## src/rtl/mem_wb_pipe.sv

```systemverilog
// MEM/WB pipeline register: DEPTH slots with valid/stall/flush, debug step and sticky halt.
// Optional retired-instruction counter enabled by defining MEM_WB_RETIRE_CNT_EN.
module mem_wb_pipe #(
    parameter int NBITS   = 32,
    parameter int RNBITS  = 5,
    parameter int DEPTH   = 1,
    parameter int CNTBITS = 16
) (
    input  logic                i_clk,
    input  logic                i_reset,
    input  logic                i_step,
    input  logic                i_stall,
    input  logic                i_flush,
    input  logic                i_valid,
    input  logic [NBITS-1:0]    i_pc4,
    input  logic [NBITS-1:0]    i_pc8,
    input  logic [NBITS-1:0]    i_Instruction,
    input  logic [NBITS-1:0]    i_ALU,
    input  logic [NBITS-1:0]    i_DataMemory,
    input  logic [NBITS-1:0]    i_extension,
    input  logic [RNBITS-1:0]   i_RegistroDestino,
    input  logic                i_JAL,
    input  logic                i_LUI,
    input  logic                i_HALT,
    input  logic                i_MemToReg,
    input  logic                i_RegWrite,
    input  logic                i_ZeroExtend,
    input  logic [1:0]          i_TamanoFiltroL,
    output logic                o_ready,
    output logic                o_valid,
    output logic [NBITS-1:0]    o_pc4,
    output logic [NBITS-1:0]    o_pc8,
    output logic [NBITS-1:0]    o_Instruction,
    output logic [NBITS-1:0]    o_ALU,
    output logic [NBITS-1:0]    o_DatoMemoria,
    output logic [NBITS-1:0]    o_Extension,
    output logic [RNBITS-1:0]   o_RegistroDestino,
    output logic                o_JAL,
    output logic                o_LUI,
    output logic                o_MemToReg,
    output logic                o_RegWrite,
    output logic                o_ZeroExtend,
    output logic [1:0]          o_TamanoFiltroL,
    output logic                o_HALT,
    output logic                o_halted,
    output logic [CNTBITS-1:0]  o_retired
);

    localparam logic ST_RUN    = 1'b0;
    localparam logic ST_HALTED = 1'b1;

    typedef struct packed {
        logic [NBITS-1:0]  pc4;
        logic [NBITS-1:0]  pc8;
        logic [NBITS-1:0]  instr;
        logic [NBITS-1:0]  alu;
        logic [NBITS-1:0]  dmem;
        logic [NBITS-1:0]  ext;
        logic [RNBITS-1:0] rd;
        logic              jal;
        logic              lui;
        logic              halt;
        logic              mem_to_reg;
        logic              reg_write;
        logic              zero_ext;
        logic [1:0]        filt;
    } bundle_t;

    logic             state;
    logic             halted;
    logic             adv;
    logic             last_valid;
    logic             halt_hit;
    logic             shift_en;
    bundle_t          in_b;
    bundle_t          last_b;
    bundle_t          slot_q [DEPTH];
    logic [DEPTH-1:0] valid_q;

    assign halted     = (state == ST_HALTED);
    assign adv        = i_step & ~i_stall & ~halted;
    assign o_ready    = adv;
    assign last_b     = slot_q[DEPTH-1];
    assign last_valid = valid_q[DEPTH-1];
    assign halt_hit   = last_valid & last_b.halt;
    // A HALT sitting in the last slot retires but does not leave, so the pipe
    // freezes with the HALT bundle still visible.
    assign shift_en   = adv & ~halt_hit;

    always_comb begin
        in_b            = '0;
        in_b.pc4        = i_pc4;
        in_b.pc8        = i_pc8;
        in_b.instr      = i_Instruction;
        in_b.alu        = i_ALU;
        in_b.dmem       = i_DataMemory;
        in_b.ext        = i_extension;
        in_b.rd         = i_RegistroDestino;
        in_b.jal        = i_JAL;
        in_b.lui        = i_LUI;
        in_b.halt       = i_HALT;
        in_b.mem_to_reg = i_MemToReg;
        in_b.reg_write  = i_RegWrite;
        in_b.zero_ext   = i_ZeroExtend;
        in_b.filt       = i_TamanoFiltroL;
    end

    always_ff @(posedge i_clk or posedge i_reset) begin
        if (i_reset) begin
            for (int unsigned k = 0; k < DEPTH; k++) begin
                slot_q[k] <= '0;
            end
            valid_q <= '0;
            state   <= ST_RUN;
        end else begin
            if (shift_en) begin
                slot_q[0]  <= in_b;
                valid_q[0] <= i_valid;
                for (int unsigned k = 1; k < DEPTH; k++) begin
                    slot_q[k]  <= slot_q[k-1];
                    valid_q[k] <= valid_q[k-1];
                end
            end
            // Flush overrides any simultaneous load; ignored once halted.
            if (i_flush && !halted) begin
                valid_q <= '0;
            end
            if (state == ST_RUN && halt_hit) begin
                state <= ST_HALTED;
            end
        end
    end

`ifdef MEM_WB_RETIRE_CNT_EN
    logic [CNTBITS-1:0] retired_q;

    always_ff @(posedge i_clk or posedge i_reset) begin
        if (i_reset) begin
            retired_q <= '0;
        end else if (adv && last_valid && (retired_q != '1)) begin
            retired_q <= retired_q + CNTBITS'(1);
        end
    end

    assign o_retired = retired_q;
`else
    assign o_retired = '0;
`endif

    assign o_valid           = last_valid;
    assign o_halted          = halted;
    assign o_pc4             = last_b.pc4;
    assign o_pc8             = last_b.pc8;
    assign o_Instruction     = last_b.instr;
    assign o_ALU             = last_b.alu;
    assign o_DatoMemoria     = last_b.dmem;
    assign o_Extension       = last_b.ext;
    assign o_RegistroDestino = last_b.rd;
    assign o_ZeroExtend      = last_b.zero_ext;
    assign o_TamanoFiltroL   = last_b.filt;
    assign o_JAL             = last_valid & last_b.jal;
    assign o_LUI             = last_valid & last_b.lui;
    assign o_HALT            = last_valid & last_b.halt;
    assign o_MemToReg        = last_valid & last_b.mem_to_reg;
    assign o_RegWrite        = last_valid & last_b.reg_write;

endmodule

```

## config.mk

```make
export PLATFORM = sky130hd
export DESIGN_NAME = mem_wb_pipe
export DESIGN_NICKNAME = d
export VERILOG_FILES = /design/src/rtl/mem_wb_pipe.sv
export SDC_FILE = /design/constraint.sdc
export NUM_CORES = 1
export LEC_CHECK = 0
export ABC_AREA = 1
export ABC_CLOCK_PERIOD_IN_PS = 9300
export BUFFER_PORTS_ARGS = -buffer_cell sky130_fd_sc_hd__buf_2
export CAP_MARGIN = 15
export CORE_AREA = 3 3 169 171
export DETAILED_ROUTE_END_ITERATION = 16
export DIE_AREA = 0 0 172 174
export HOLD_SLACK_MARGIN = 0.03
export PLACE_DENSITY_LB_ADDON = 0.25
export SLEW_MARGIN = 30
export SYNTH_ARGS = -nofsm -noshare
export SYNTH_HDL_FRONTEND = slang
export SYNTH_SLANG_ARGS = --single-unit
```

## constraint.sdc

```tcl
create_clock -name i_clk -period 9.3 [get_ports i_clk]
set_input_delay 0 -clock i_clk [delete_from_list [all_inputs] [get_ports i_clk]]
set_output_delay 0 -clock i_clk [all_outputs]
set_load 0.03 [all_outputs]
```

==> summary.txt <==
Setup path
  • Cell Chain, Critical Path: nand2_1, nand2_8, buf_16, nor2_8, buf_12, nand2_1, nand2_1
  • Crit path required time: 9730 ps
  • Worst path buffer plus inverter count: 2
  • RR Startpoint: o_valid
  • Worst setup EP type: flip-flop
  • CP delay by family, top: simple AND/OR/NAND/NOR gates
  • Critical path's largest stage delay: 670 ps
  • Critical path class: reg -> reg
  • Crit path DAT: 3670 ps
  • Setup crit start: o_valid
  • CP startpoint kind: flip-flop
  • Critical path endpoint: o_pc4[22]
  • Most used cell, CP: nand2_1
  • Slowest-stage cell, CP: nor2_8
  • Worst-path fanout max: between 150 and 200
  • Critical path depth: 7
  • Register-to-register setup slack: 6070 ps
  • RR Endpoint: o_pc4[22]
  • R2R depth: 7

Outcome
  • Status: finished, final reports clean

Power and ir drop
  • Power per cell area: between 300 and 400 mW/mm^2
  • Power, Total: 0.004327 W
  • P_leak: 7.138 nW
  • Worst vdd ir: 191.2 uV

Clocking
  • Post-CTS Resized: 0
  • CTS Buffer Depth: 3
  • CTS Buf Count: 24
  • Setup bufs post-CTS: 0
  • Post-CTS Hold Fix Bufs: between 200 and 250
  • Root Driver: clkbuf_16
  • TritonCTS clock tree: built
  • H-tree levels: 1
  • Clock-pin transition on the worst setup and hold timing paths: around 60 ps
  • Worst skew pair latency: about 510 ps
  • Clock Sinks: between 200 and 250

Final layout
  • Final Cell Area: 0.01342 mm^2
  • Multi-input logic area: roughly 0.0027 mm^2
  • Area Growth Syn to Fin: 36.57%
  • # nets final: between 1.5k and 2k
  • Final cell utilization of the core: around half
  • Filler cells: 2,493
  • Reg area: 0.005180 mm^2
  • Ratio of cells with drive above 1 in the final layout: 30.40%

Route
  • Via density: 4.512
  • Antenna Violating Nets Remaining: 0
  • Router iterations before antenna repair: 5
  • Total Routed Length: 29,890 um
  • Average wire per standard cell: 15.90 um
  • Initial DRC count: about 450
  • DR vias: approximately 8.5k
  • Drt drc: 0

Global route
  • First-pass GRT wire length: 46,380 um
  • Total grt overflow: 0
  • Initial antenna violation count: 4
  • Total track usage: 18.82%
  • Vias in the first global route: roughly 9.0k
  • Largest net degree at the start of global routing: roughly 150

Logic synthesis
  • Most frequent cell after synthesis: nand2_1
  • Ys flop type: dfrtp_1
  • Synth top cells by count: 418 x nand2_1, 233 x buf_4, 207 x dfrtp_1, 205 x o21ai_0, 27 x clkbuf_1
  • #FFs+latches synth: 207
  • Post-Syn Area per Cell: 8.708 um^2
  • Top cells by area, synth: dfrtp_1 53%, buf_4 18%, nand2_1 16%
  • Netlist Area Pre-Place: 0.009823 mm^2
  • Count of cell types in the netlist: 15
  • Async set or reset register ratio after synthesis: 100.0%
  • Yosys top cell by area: dfrtp_1
  • Sequential fraction of the synthesis area: 52.73%
  • Share of the synthesized area in the top cell type: 52.73%
  • Warnings from Yosys: 0
  • Number of synthesized flops with an enable pin: 0
  • Post-Syn Instances: approximately 1.1k

STA
  • Final min period: 3232 ps
  • Final period utilization: roughly a third
  • Skew final: about 11 ps
  • Worst-Margin Slew: 841.4 ps
  • Setup ws final: slightly above 6000 ps
  • Unrepaired setup endpoints after global routing: no
  • Setup_tns: 0 ps
  • Final hold violations: 0
  • Setup-failing EPs final: 0
  • Max-slew headroom: 43.91%
  • Fin. max-slew vios: 0
  • Maximum clock rate: around 310 MHz

Floorplan
  • Total core area: 0.02703 mm^2
  • Row Count: 60
  • Chip Width: 172 um
  • Initial Util: 36.35%
  • Io pins: roughly 440
  • DIE AREA: 0.02993 mm^2
  • Die Ht: 174 um

Place
  • Final GP Congestion: between 0.7 and 0.8
  • Port bufs: around 420
  • Pre-CTS setup slack: around 6200 ps
  • Dpl hpwl: roughly 18,000 um
  • Placed Area: 0.01054 mm^2

Worst hold path
  • Hold Path Class: in -> async

Job
  • Maxcap violations: 0
layout make-up:
cell class / instances / share of cell area [%]
antenna: 3 / 0.05596
inverter: 10 / 0.3358
clock buffer: 36 / 5.493
sequential: 207 / 38.61
tap: 341 / 3.180
clock inverter: 7 / 0.3171
multi-input combinational: 645 / 20.34
timing repair buffer: 631 / 31.66
metal layers:
metal	vias up	GRT usage [%]	wire length (um)
met5	-	0	23
met4	4	6.454	942
met3	61	6.163	2995
met2	385	31.86	13980
met1	3933	22.40	11950
li1	4100	-	-
layout by cell type, fill, tap and decap left out, types with 3 or more instances in the layout:
| master | n |
|---|---|
| clkinv_2 | 4 |
| dlygate4sd3_1 | 208 |
| diode_2 | 3 |
| nand2_1 | 418 |
| buf_2 | 418 |
| clkinvlp_4 | 3 |
| clkbuf_1 | 4 |
| conb_1 | 16 |
| clkbuf_8 | 7 |
| inv_1 | 8 |
| clkbuf_16 | 25 |
| dfrtp_1 | 207 |
| o21ai_0 | 205 |
registers in the layout, summed over array words and instances, names as in the netlist:
signal,flops
last_b,5
o_Extension,32
o_valid,1
o_ZeroExtend,1
o_TamanoFiltroL,2
o_DatoMemoria,32
o_pc8,32
o_pc4,32
o_RegistroDestino,5
o_ALU,32
o_Instruction,32
o_halted,1
worst register-to-register path: stages, from the launching register on:
cell and delay, ps:
dfrtp_1 460, nand2_1 220, nand2_8 330, buf_16 360
nor2_8 780, buf_12 600, nand2_1 260, nand2_1 150
kinds of logic after synthesis:
kind of cell / after synthesis / share of synthesized area [%]
other: 1 / 0.03818
AND/OR/NAND/NOR: 424 / 16.49
flip-flops: 207 / 52.73
buffers and inverters: 291 / 20.29
AO/OA/AOI/OAI: 205 / 10.44
power by group:
part           switching, W  internal, W  leakage [nW]
sequential         0.000199      0.00131          2.58
combinational       0.00138     0.000518          4.18
clock              0.000369     0.000545         0.379
total               0.00195      0.00238          7.14
how the worst min path moves through the flow:
stage,endpoint,cells after the start
after floorplan,last_b[3],2
after global placement,o_pc8[20],2
after detailed placement,o_pc4[8],2
after CTS,o_pc4[8],3
after global routing,o_pc4[8],3
final,o_pc4[8],3
metrics by stage:
step / hold WS, ps / std cells
2_1_floorplan: 116.8 / 1143
5_1_grt: 208.4 / 1879
3_3_place_gp: 145.4 / 1625
4_1_cts: 144.5 / 1877
6_report: 158.7 / 1880
3_5_place_dp: 144.6 / 1626
Power figures use the tool's default switching activity.
